## src/rtl/pipeline_ctrl_pkg.sv

```systemverilog
// Shared encodings for the pipeline hazard controller: forwarding selects,
// mult/div FSM states and the hard-wired zero register.
package pipeline_ctrl_pkg;

    localparam logic [1:0] FWD_RF  = 2'd0;
    localparam logic [1:0] FWD_EX  = 2'd1;
    localparam logic [1:0] FWD_MEM = 2'd2;
    localparam logic [1:0] FWD_WB  = 2'd3;

    localparam logic [4:0] REG_ZERO = 5'd0;

    typedef enum logic {
        IDLE = 1'b0,
        BUSY = 1'b1
    } muldiv_state_t;

endpackage

```

## src/rtl/forward_select.sv

```systemverilog
// Operand bypass select for one ID-stage source register; youngest producer wins.
module forward_select
    import pipeline_ctrl_pkg::*;
(
    input  logic [4:0] SRC_REG,
    input  logic       SRC_USED,
    input  logic [4:0] EX_REGEX,
    input  logic       EX_RF_ENABLE,
    input  logic       EX_LOAD_INSTR,
    input  logic [4:0] MEM_REGEX,
    input  logic       MEM_RF_ENABLE,
    input  logic [4:0] WB_REGEX,
    input  logic       WB_RF_ENABLE,
    output logic [1:0] SEL
);

    always_comb begin
        SEL = FWD_RF;
        if (SRC_USED && SRC_REG != REG_ZERO) begin
            // A load in EX has no data yet; the hazard unit stalls instead.
            if (EX_RF_ENABLE && EX_REGEX == SRC_REG && !EX_LOAD_INSTR)
                SEL = FWD_EX;
            else if (MEM_RF_ENABLE && MEM_REGEX == SRC_REG)
                SEL = FWD_MEM;
            else if (WB_RF_ENABLE && WB_REGEX == SRC_REG)
                SEL = FWD_WB;
        end
    end

endmodule

```

## src/rtl/pipeline_hazard_controller.sv

```systemverilog
// Hazard/sequencing control for the 5-stage pipeline: forwarding selects,
// load-use and HI/LO stalls, mult/div busy tracking and a stall counter.
module pipeline_hazard_controller
    import pipeline_ctrl_pkg::*;
#(
    parameter int MULDIV_LAT  = 4,
    parameter int STALL_CNT_W = 16
) (
    input  logic                   Clk,
    input  logic                   Reset,
    input  logic [4:0]             ID_RS,
    input  logic [4:0]             ID_RT,
    input  logic                   ID_USES_RS,
    input  logic                   ID_USES_RT,
    input  logic                   ID_IS_MULDIV,
    input  logic                   ID_READS_HILO,
    input  logic [4:0]             EX_REGEX,
    input  logic                   EX_RF_ENABLE,
    input  logic                   EX_LOAD_INSTR,
    input  logic [4:0]             MEM_REGEX,
    input  logic                   MEM_RF_ENABLE,
    input  logic [4:0]             WB_REGEX,
    input  logic                   WB_RF_ENABLE,
    output logic [1:0]             FWD_A_SEL,
    output logic [1:0]             FWD_B_SEL,
    output logic                   PC_LE,
    output logic                   IF_ID_LE,
    output logic                   ID_EX_BUBBLE,
    output logic                   MULDIV_BUSY,
    output logic                   MULDIV_DONE,
    output logic [STALL_CNT_W-1:0] STALL_COUNT
);

    localparam int CNT_W = 4;

    muldiv_state_t    state;
    logic [CNT_W-1:0] busy_cnt;
    logic [1:0]       fwd_a, fwd_b;
    logic             busy, done, load_use, hilo_haz, stall;

    forward_select u_fwd_a (
        .SRC_REG      (ID_RS),
        .SRC_USED     (ID_USES_RS),
        .EX_REGEX     (EX_REGEX),
        .EX_RF_ENABLE (EX_RF_ENABLE),
        .EX_LOAD_INSTR(EX_LOAD_INSTR),
        .MEM_REGEX    (MEM_REGEX),
        .MEM_RF_ENABLE(MEM_RF_ENABLE),
        .WB_REGEX     (WB_REGEX),
        .WB_RF_ENABLE (WB_RF_ENABLE),
        .SEL          (fwd_a)
    );

    forward_select u_fwd_b (
        .SRC_REG      (ID_RT),
        .SRC_USED     (ID_USES_RT),
        .EX_REGEX     (EX_REGEX),
        .EX_RF_ENABLE (EX_RF_ENABLE),
        .EX_LOAD_INSTR(EX_LOAD_INSTR),
        .MEM_REGEX    (MEM_REGEX),
        .MEM_RF_ENABLE(MEM_RF_ENABLE),
        .WB_REGEX     (WB_REGEX),
        .WB_RF_ENABLE (WB_RF_ENABLE),
        .SEL          (fwd_b)
    );

    assign busy     = (state == BUSY);
    assign done     = busy && (busy_cnt == '0);
    assign load_use = EX_LOAD_INSTR && EX_RF_ENABLE && (EX_REGEX != REG_ZERO) &&
                      ((ID_USES_RS && ID_RS == EX_REGEX) ||
                       (ID_USES_RT && ID_RT == EX_REGEX));
    // Includes the DONE cycle, so a following mult/div never overlaps.
    assign hilo_haz = busy && (ID_READS_HILO || ID_IS_MULDIV);
    assign stall    = load_use || hilo_haz;

    assign FWD_A_SEL    = Reset ? FWD_RF : fwd_a;
    assign FWD_B_SEL    = Reset ? FWD_RF : fwd_b;
    assign PC_LE        = Reset ? 1'b1   : !stall;
    assign IF_ID_LE     = Reset ? 1'b1   : !stall;
    assign ID_EX_BUBBLE = Reset ? 1'b0   : stall;
    assign MULDIV_BUSY  = Reset ? 1'b0   : busy;
    assign MULDIV_DONE  = Reset ? 1'b0   : done;

    always_ff @(posedge Clk or posedge Reset) begin
        if (Reset) begin
            state    <= IDLE;
            busy_cnt <= '0;
        end else begin
            case (state)
                IDLE: if (ID_IS_MULDIV && !stall) begin
                    state    <= BUSY;
                    busy_cnt <= CNT_W'(MULDIV_LAT - 1);
                end
                BUSY: if (busy_cnt == '0) state <= IDLE;
                      else                busy_cnt <= busy_cnt - 1'b1;
                default: state <= IDLE;
            endcase
        end
    end

    always_ff @(posedge Clk or posedge Reset) begin
        if (Reset)
            STALL_COUNT <= '0;
        else if (stall && STALL_COUNT != '1)
            STALL_COUNT <= STALL_COUNT + 1'b1;
    end

endmodule

```

## config.mk

```make
export PLATFORM = sky130hd
export DESIGN_NAME = pipeline_hazard_controller
export DESIGN_NICKNAME = d
export VERILOG_FILES = /design/src/rtl/pipeline_ctrl_pkg.sv /design/src/rtl/forward_select.sv /design/src/rtl/pipeline_hazard_controller.sv
export SDC_FILE = /design/constraint.sdc
export NUM_CORES = 1
export LEC_CHECK = 0
export CAP_MARGIN = 20
export CORE_UTILIZATION = 49
export CTS_CLUSTER_SIZE = 24
export DETAILED_ROUTE_END_ITERATION = 6
export PLACE_DENSITY = 0.86
export SLEW_MARGIN = 25
export SYNTH_ARGS = -nofsm -noshare
export SYNTH_HDL_FRONTEND = slang
export SYNTH_HIERARCHICAL = 1
export SYNTH_SLANG_ARGS = --single-unit
```

## constraint.sdc

```tcl
create_clock -name Clk -period 6.12 [get_ports Clk]
set_input_delay 1.224 -clock Clk [delete_from_list [all_inputs] [get_ports Clk]]
set_output_delay 1.224 -clock Clk [all_outputs]
set_load 0.005 [all_outputs]
```

==> results summary <==
The share of flip-flops with an asynchronous set or reset is 1.00. The count of pins over their slew limit is 0. The per-cell via count in the routed design is 5.25.

The HPWL after detailed placement came out at 3360 µm. The library cell used most frequently in the layout, excluding fill and tap cells, is sky130_fd_sc_hd__clkdlybuf4s50_1. The sink of the worst hold path is STALL_COUNT[8]. The global-route total usage across every layer came out at 0.240. The critical path is of the in -> out type. The slack of the worst reg-to-reg path came out at 3530 ps.

The setup total negative slack came out at 0 ps. The period utilization came out at 0.793. The leakage power figure came out at 0.000978 µW. The minimum period implied by the final worst setup slack is 4860 ps. The largest fanout on the critical path is 5. Setup violations remaining at the end of the flow were counted as 0.

The initial standard-cell utilization of the core came out at 0.511. The core region is 0.00334 mm². At the end of the flow, the number of nets in the layout was 280. In this design, the stage delay of the slowest critical-path cell is 600 ps. The count of nets left with antenna violations once routing finished came out at 0. The number of buffers on the longest clock path is 2. The adder-cell share of the synthesized area came out at 0.0147. The first-pass detailed-route iteration total came out at 4. The max-capacitance violation count came out at 0. The path depth of the worst reg2reg path is 6. Of the total synthesized cell area, the portion taken by AND, OR, NAND and NOR gates is 0.267. The min-delay analysis places its worst path in the category reg -> reg. The total via count in the routed design is 1512. The number of warnings printed during yosys synthesis came out at 6. The count of buffers added on input and output ports is 59. The first global-routing pass estimated 6620 µm of wire. Setup repair after global routing left no endpoint under its margin.

The power density normalized to cell area came out at 241 mW/mm². Among cell families on the critical path, the largest total delay comes from buffers and inverters. The worst register-to-register path ends at STALL_COUNT[1]. The number of global-route vias before repair is 1443. The area of the mapped netlist came out at 0.00170 mm².

The sequential cell area in the final layout is around 530 µm². The floorplan has 21 rows. The number of buffers added to fix hold violations after cts is 0.

The sequential-to-total area share from yosys stat is 0.308. After clock tree synthesis, the repair step resized 0 gates. The later pin in the worst-skew pair is clocked with a latency of approximately 300 ps. The most used flip-flop cell after synthesis is sky130_fd_sc_hd__dfrtp_1. The share of post-route cells with drive strength above 1 is 0.0579.

Summed over all layers, the routed wires come to 3990 µm. The initial antenna violation count is 0. The flow ran to the end, and the final reports show no timing, DRC or antenna violations. The cell with the most instances on the worst path is sky130_fd_sc_hd__clkdlybuf4s50_1.

The startpoint of the worst hold path is STALL_COUNT[8]. The post-synthesis instance total came out at 181. The slew at the pin with the worst max-slew slack is 785 ps. The final antenna diode count is 0. For the worst setup path, the data required time is 4900 ps. The portion of netlist area occupied by mux cells came out at 0.00661.

The average instance in the mapped netlist occupies between 9 and 10 µm². Ranked by total cell area, the synthesized netlist is headed by sky130_fd_sc_hd__dfrtp_1, sky130_fd_sc_hd__xor2_1, sky130_fd_sc_hd__xnor2_1. The highest clock rate is approximately 210 MHz.

The worst slew margin relative to its limit came out at 0.476. Relative to the synthesized area, the layout overhead comes to 38.5%. Counting flops and latches in the post-synthesis netlist gives 21. The buffer cell driving the clock tree root is sky130_fd_sc_hd__clkbuf_4. The worst register-to-register path begins at STALL_COUNT[0]. The total nets after synthesis is 218.

The number of setup buffers added after CTS came out at 0. The count of final hold-check violations is 0. The initial DRC count is 44. After detailed routing, the number of remaining DRC violations is 0. The worst hold path depth is 1. The library cells used most frequently in the layout, excluding fill and tap cells, are sky130_fd_sc_hd__clkdlybuf4s50_1, sky130_fd_sc_hd__xor2_1, sky130_fd_sc_hd__xnor2_1.

Across the routed clock network, the largest skew measured is 12.3 ps. The global route total overflow is 0. Counting the buffers created by CTS gives 3. Entering global routing, the biggest net connects 22 pins. Summed over all instances, the cell type with the most area after synthesis is sky130_fd_sc_hd__dfrtp_1. The post-synthesis xor/xnor area fraction came out at 0.272.

The die outline width came out at roughly 61 µm. The dominant combinational cell family by area after synthesis is XOR/XNOR gates. The arrival time at the worst endpoint came out at 3630 ps. The compound-cell area share of the yosys netlist came out at 0.107. The number of synthesized flops with an enable pin came out at 0. STA classifies the critical path endpoint as an output pin.

On the critical path, the stage with the largest delay is an instance of sky130_fd_sc_hd__or4_1. VDD sags by at most 0.264 mV. The layout filler cell count came out at 271. The core utilization of the finished layout is 0.707. The total clock sinks came out at 21. The nature of the critical path startpoint is a primary input.

The post-CTS clock slew at the launch and capture registers of the worst setup and hold paths is around 100 ps. The post-detailed-route wirelength per cell is between 10 and 15 µm. The area of the multi-input gates came out at 0.00114 mm².

The chip height is around 60 µm. The floorplan step defined a die boundary enclosing 0.00372 mm². The maximum level of the CTS H-tree is 1. The final weighted congestion of routability-driven global placement came out at 0.867. The number of ports placed on the die boundary is 60.

The buffers plus inverters on the worst setup path is 3. The top-area cell type share of the netlist area came out at 0.308. The count of different cell masters after synthesis is between 40 and 50. The CTS tree is built. Walking the worst path, the cells encountered are clkdlybuf4s50_1 > or4_1 > o211a_1 > a21boi_1 > nor2_1 > inv_1 > clkdlybuf4s50_1.
[report_power, final]
group | switching [µW] | total (µW) | internal [µW]
sequential | 48.5 | 226 | 177
combinational | 122 | 277 | 155
clock | 39.9 | 65.3 | 25.4
[Yosys cell counts, types with 3 or more instances]
master,n
sky130_fd_sc_hd__a21oi_1,5
sky130_fd_sc_hd__inv_1,6
sky130_fd_sc_hd__nor2b_1,4
sky130_fd_sc_hd__nand4_1,6
sky130_fd_sc_hd__nor2_1,10
sky130_fd_sc_hd__xnor2_1,24
sky130_fd_sc_hd__o21ai_1,5
sky130_fd_sc_hd__nand2_1,8
sky130_fd_sc_hd__or4_1,3
sky130_fd_sc_hd__nand3_1,8
sky130_fd_sc_hd__o22a_1,4
sky130_fd_sc_hd__nor4_1,4
sky130_fd_sc_hd__dfrtp_1,21
sky130_fd_sc_hd__nor3_1,5
sky130_fd_sc_hd__and3_1,3
sky130_fd_sc_hd__xor2_1,29
[state kept, by name, indices dropped and copies added, names as in the netlist]
register	flops
STALL_COUNT	16
busy_cnt	4
busy	1
[metal layers]
metal	GRT usage	vias to the layer above	routed length (µm)
met5	0	-	0
met4	0.0455	0	17
met3	0.0362	2	117
met2	0.414	28	2000
met1	0.323	714	1850
li1	-	768	-
[per-stage QoR]
step / instance area, µm² / power, µW / setup slack (ps) / std cells / hold WS [ps]
final: 2360 / 568 / 1260 / 288 / 510
after global routing: 2360 / 616 / 1110 / 288 / 524
after CTS: 2360 / 574 / 1250 / 288 / 513
after detailed placement: 2330 / 506 / 1250 / 284 / 495
after floorplan: 1700 / 384 / 2360 / 181 / 479
after global placement: 2330 / 498 / 1360 / 284 / 479
[final cells by class]
cell class / instances / area share
multi-input combinational: 152 / 0.482
sequential: 21 / 0.223
timing repair buffer: 59 / 0.250
inverter: 6 / 0.00954
clock buffer: 4 / 0.0111
tap: 46 / 0.0244
[worst max-delay path by stage]
stage	to	cells after the start	startpoint	slack (ps)
global placement	PC_LE	7	EX_REGEX[1]	1360
floorplan	PC_LE	6	EX_REGEX[1]	2360
detailed placement	IF_ID_LE	7	EX_REGEX[1]	1250
global route	IF_ID_LE	7	EX_REGEX[1]	1110
finish	IF_ID_LE	7	EX_REGEX[1]	1260
CTS	IF_ID_LE	7	EX_REGEX[1]	1250
[logic make-up (layout without fill, tap and decap cells)]
| group | after synthesis | in the layout |
|---|---|---|
| AOI/OAI and AO/OA | 27 | 27 |
| xor gates and xnor gates | 53 | 53 |
| adders and majority gates | 2 | 2 |
| buffers and inverters | 8 | 69 |
| DFF | 21 | 21 |
| muxes | 1 | 1 |
| and+or+nand+nor | 69 | 69 |
No activity file was read; power rests on OpenSTA's default activity.
